<file path="src/rtl/fifo_frame_reader.sv">
// fifo_frame_reader: read-side controller for the FFT sample FIFO.
// Waits for enough samples, drains FRAME_LEN words per frame, and hides the
// FIFO's 1-cycle read latency behind a 2-entry buffer feeding a valid/ready
// stream with first/last markers.
module fifo_frame_reader #(
    parameter int DATA_WIDTH = 31,
    parameter int FRAME_LEN  = 256,
    parameter int IDX_WIDTH  = 16
) (
    input  logic                  rd_clk,
    input  logic                  rd_rst,
    input  logic                  enable,
    output logic                  fifo_rd_en,
    input  logic [DATA_WIDTH-1:0] fifo_rd_data,
    input  logic                  fifo_rd_empty,
    input  logic                  fifo_almost_empty,
    output logic [DATA_WIDTH-1:0] m_data,
    output logic                  m_valid,
    input  logic                  m_ready,
    output logic                  m_first,
    output logic                  m_last,
    output logic                  busy,
    output logic                  frame_done,
    output logic [15:0]           frame_cnt,
    output logic [15:0]           stall_cnt
);

    localparam logic [1:0] ST_IDLE  = 2'd0;
    localparam logic [1:0] ST_RUN   = 2'd1;
    localparam logic [1:0] ST_DRAIN = 2'd2;

    localparam logic [IDX_WIDTH-1:0] LAST_IDX = IDX_WIDTH'(FRAME_LEN - 1);

    typedef struct packed {
        logic                  first;
        logic                  last;
        logic [DATA_WIDTH-1:0] data;
    } entry_t;

    logic [1:0]           state;
    logic [IDX_WIDTH-1:0] idx;
    logic                 inflight;
    logic                 inf_first;
    logic                 inf_last;
    entry_t               slot [2];
    logic                 head;
    logic                 tail;
    logic [1:0]           occ;

    logic       pop;
    logic [2:0] proj;
    logic       credit;
    logic       issue;
    logic       start;
    logic       drain_done;

    // Credit looks at the occupancy projected past this edge, including the
    // word already in flight, so the buffer can never take a third entry.
    always_comb begin
        pop        = m_valid & m_ready;
        proj       = {1'b0, occ} + {2'b00, inflight} - {2'b00, pop};
        credit     = (proj <= 3'd1);
        issue      = (state == ST_RUN) && !fifo_rd_empty && credit;
        start      = (state == ST_IDLE) && enable && !fifo_almost_empty;
        drain_done = (state == ST_DRAIN) && (occ == 2'd0) && !inflight;
        tail       = head ^ occ[0];
    end

    assign fifo_rd_en = issue;
    assign frame_done = drain_done;
    assign busy       = (state == ST_RUN) || (state == ST_DRAIN);
    assign m_valid    = (occ != 2'd0);
    assign m_data     = slot[head].data;
    assign m_first    = m_valid & slot[head].first;
    assign m_last     = m_valid & slot[head].last;

    // Frame sequencing: IDLE -> RUN (issue reads) -> DRAIN (empty the buffer).
    always_ff @(posedge rd_clk or posedge rd_rst) begin
        if (rd_rst) begin
            state <= ST_IDLE;
        end else begin
            case (state)
                ST_IDLE:  if (start) state <= ST_RUN;
                ST_RUN:   if (issue && idx == LAST_IDX) state <= ST_DRAIN;
                ST_DRAIN: if (drain_done) state <= ST_IDLE;
                default:  state <= ST_IDLE;
            endcase
        end
    end

    // Word index of the next read; first/last flags ride along with the read.
    always_ff @(posedge rd_clk or posedge rd_rst) begin
        if (rd_rst) begin
            idx       <= '0;
            inflight  <= 1'b0;
            inf_first <= 1'b0;
            inf_last  <= 1'b0;
        end else begin
            if (start)      idx <= '0;
            else if (issue) idx <= idx + 1'b1;
            inflight  <= issue;
            inf_first <= issue && (idx == '0);
            inf_last  <= issue && (idx == LAST_IDX);
        end
    end

    // 2-entry circular buffer; the returning read lands at the tail.
    always_ff @(posedge rd_clk or posedge rd_rst) begin
        if (rd_rst) begin
            for (int i = 0; i < 2; i++) slot[i] <= '0;
            head <= 1'b0;
            occ  <= 2'd0;
        end else begin
            if (inflight) slot[tail] <= '{first: inf_first, last: inf_last, data: fifo_rd_data};
            if (pop) head <= ~head;
            occ <= occ + {1'b0, inflight} - {1'b0, pop};
        end
    end

    // Completed-frame counter (wraps) and empty-FIFO stall counter (saturates).
    always_ff @(posedge rd_clk or posedge rd_rst) begin
        if (rd_rst) begin
            frame_cnt <= '0;
            stall_cnt <= '0;
        end else begin
            if (drain_done) frame_cnt <= frame_cnt + 16'd1;
            if ((state == ST_RUN) && fifo_rd_empty && credit && (stall_cnt != 16'hFFFF))
                stall_cnt <= stall_cnt + 16'd1;
        end
    end

endmodule

</file>
<file path="config.mk">
export PLATFORM = sky130hd
export DESIGN_NAME = fifo_frame_reader
export DESIGN_NICKNAME = d
export VERILOG_FILES = /design/src/rtl/fifo_frame_reader.sv
export SDC_FILE = /design/constraint.sdc
export NUM_CORES = 1
export LEC_CHECK = 0
export ABC_AREA = 1
export ABC_CLOCK_PERIOD_IN_PS = 6600
export CAP_MARGIN = 20
export CORE_ASPECT_RATIO = 0.75
export CORE_UTILIZATION = 58
export CTS_CLUSTER_DIAMETER = 150
export DETAILED_ROUTE_END_ITERATION = 8
export PLACE_DENSITY = 0.86
export SYNTH_ARGS = -nofsm -noshare
export SYNTH_HDL_FRONTEND = slang
export SYNTH_SLANG_ARGS = --single-unit
export TNS_END_PERCENT = 10
</file>
<file path="constraint.sdc">
create_clock -name rd_clk -period 6.6 [get_ports rd_clk]
set_input_delay 0.99 -clock rd_clk [delete_from_list [all_inputs] [get_ports rd_clk]]
set_output_delay 0.99 -clock rd_clk [all_outputs]
set_load 0.005 [all_outputs]
</file>
==> reports/metrics.yaml <==
placed_design:
  dp_hpwl_um: 10100
  gp_congestion: 0.922
  io_buffer_count: 105
  dp.cells: 922
power:
  p_seq_share_pct: 35.6
  total_power_w: 0.00327
  combinationalPowerShare_pct: 38.2
  intPower_w: 0.00216
  p_clk_share_pct: 26.2
  switching_power_w: 0.00111
  swShare_pct: 34.0
  peakVddDrop_v: 0.000201
  p_leak_nw: 3.67
  powerDensity_mw_per_mm2: 414
route:
  dr_total_vias: 5226
  routed_wl_um: 15400
  drc: 0
  drtPass1Iterations: 8
  vias_per_cell: 5.48
  postRouteAntennaNets: 0
  wl_per_cell_um: 16.2
  drt_iter0_markers: 386
cts:
  post_cts_buffers: 0
  cts_num_sinks: 122
  h-tree-depth: 4
  cts_root_buffer: "clkbuf_16"
  clkTransAtPathRegs_ps: 60
  clock_latency_ps: 420
  cts.repair.resized: 0
  clock_path_buffers: 2
  cts_tree: "built"
  cts_hold_buffers: 0
  cts_made_buffers: 17
synth:
  syn-cell-area_mm2: 0.00625
  synth_area_leaders: "dfrtp_1, nand2_1, mux2_2"
  syn_nets: 745
  synth_top_area_cell: "dfrtp_1"
  syn_avg_cell_area_um2: 8.97
  yosys_warnings: 0
  ys_seq_area_share_pct: 48.8
  async_flop_share_pct: 100
  synth_top_area_share_pct: 48.8
  synth_seq_cells: 122
  synth-edff-count: 0
  yosysUniqueCellTypes: 36
  synth_flop_cell: "dfrtp_1"
  netlist_instances: 697
sta:
  finalHoldViolCount: 0
  fin_crit_sh_pct: 71.9
  setup_tns_ps: 0
  hold_slack_ps: 503
  rsz0062_at_grt: "no"
  slew_headroom_pct: 30.4
  slew_violations: 0
  skew_ps: 7.14
  period_minus_slack_ps: 4740
  finalSetupViolCount: 0
  clock.fmax_mhz: 211
  worstMarginPinSlew_ps: 1040
run_status:
  run_status: "finished clean"
worst_setup_path:
  cp.required_ps: 5610
  path_max_fanout: 16
  cpPeakStageDelay_ps: 620
  r2r-end: "stall_cnt[11]$_DFFE_PP0P_"
  critical_path.cell_chain: "clkdlybuf4s50_1 -> nand2_1 -> inv_1 -> ha_1 -> inv_1 -> ha_1 -> fa_1 -> inv_1 -> nand2_1 -> nor3_4 -> clkdlybuf4s50_1"
  cpMostUsedCell: "inv_1"
  end_kind: "output pin"
  cp-startpoint: "m_ready"
  rrSetupSlack_ps: 3330
  timing.rr.start: "occ[0]$_DFF_PP0_"
  endpoint: "fifo_rd_en"
  crit_path_top_delay_cell: "clkdlybuf4s50_1"
  crit_type: "input port to output pin"
  ff2ff_path_depth: 17
  critPathLaunchType: "input port"
  worstPathArrival_ps: 3750
finish:
  fillers: 690
  final_cells: 954
  final_common_cell: "nand2_1"
  regArea_mm2: 0.00305
  area_growth_pct: 26.4
  multiInputGateArea_mm2: 0.00283
  final_cell_mix: "nand2_1, dfrtp_1, clkdlybuf4s50_1, mux2_2, inv_1"
  final_net_count: 853
  n_antenna_cell: 0
  drive_gt1_share_pct: 13.9
  final_util_pct: 76.2
global_route:
  grt_pass1_wl_um: 25400
  antenna_found_initial: 0
  grt_max_degree: 68
  grt-ovfl-total: 0
  gr-usage-all-layers_pct: 30.0
  grt_pass1_vias: 5264
job:
  cap_viol_max_count: 0
floorplanning:
  dieWidth_um: 122
  core-area_mm2: 0.0104
  design.die.area_mm2: 0.0112
  start_util_pct: 60.3
  die_y_um: 91.9
  num_rows: 32
  ioPinCount: 106
min_path:
  hp-class: "flop to flop"
-- final cells by class --
type,count,share of cell area (%)
clock inverters,13,1.20
repair buffers,107,13.5
flip-flops and latches,122,38.6
inverters,63,3.02
well taps,136,2.15
clock buffers,19,5.73
multi-input cells,494,35.8
-- flip-flops by register name, indices dropped and copies added (netlist names) --
name	count
stall_cnt	16
inf_last	1
frame_cnt	16
inflight	1
idx	16
inf_first	1
state	2
head	1
occ	2
slot	66
-- cells in the mapped netlist, types with 9 or more instances --
library cell,instances
nand4_1,22
nor3_1,16
inv_1,60
dfrtp_1,122
nand2_1,234
nor2_1,50
ha_1,10
xor2_1,13
mux2_2,63
xnor2_1,9
o21ai_0,21
nand3_1,30
-- critical path, delay by kind of cell --
| kind | cells | cell delay, ps |
|---|---|---|
| buf+inv | 5 | 1200 |
| simple gates | 3 | 680 |
| fa+ha+maj | 3 | 890 |
-- per-layer routing --
metal | vias to the layer above | part of all wire, % | GRT usage (%)
met5 | - | 0 | 0
met4 | 0 | 2.1 | 9.77
met3 | 40 | 6.8 | 7.09
met2 | 223 | 49 | 49.7
met1 | 2497 | 42 | 38.6
li1 | 2466 | - | -
-- per-stage QoR --
stage	area (um2)	setup WS, ps
3_5_place_dp	7350	1880
6_report	7900	1860
4_1_cts	7900	1860
2_1_floorplan	6250	2370
3_3_place_gp	7350	1920
5_1_grt	7900	1730
-- power by group through the flow --
stage	sequential [W]	clock (W)	combinational, W
floorplan	0.00112	0	0.000709
global placement	0.00114	0	0.00118
detailed placement	0.00117	0	0.00123
CTS	0.00116	0.000862	0.00126
global route	0.00120	0.000897	0.00137
finish	0.00117	0.000856	0.00125
-- worst min path at each step --
stage / startpoint / end / slack [ps] / cells past startpoint
2_1_floorplan: inf_last$_DFF_PP0_ / slot[31]$_DFFE_PP0P_ / 450 / 2
3_3_place_gp: inf_last$_DFF_PP0_ / slot[31]$_DFFE_PP0P_ / 460 / 2
3_5_place_dp: slot[48]$_DFFE_PP0P_ / slot[48]$_DFFE_PP0P_ / 490 / 1
4_1_cts: inf_last$_DFF_PP0_ / slot[31]$_DFFE_PP0P_ / 500 / 2
5_1_grt: slot[45]$_DFFE_PP0P_ / slot[45]$_DFFE_PP0P_ / 520 / 1
6_report: inf_last$_DFF_PP0_ / slot[31]$_DFFE_PP0P_ / 500 / 2
-- cell families after synthesis --
group	share of synthesized area, %
AOI/OAI and AO/OA	2.98
xor gates and xnor gates	3.52
adders and majority gates	2.32
buffers and inverters	5.96
DFF	48.8
muxes	11.3
and+or+nand+nor	25.0
Note: power is estimated with default switching activity, not from simulation.
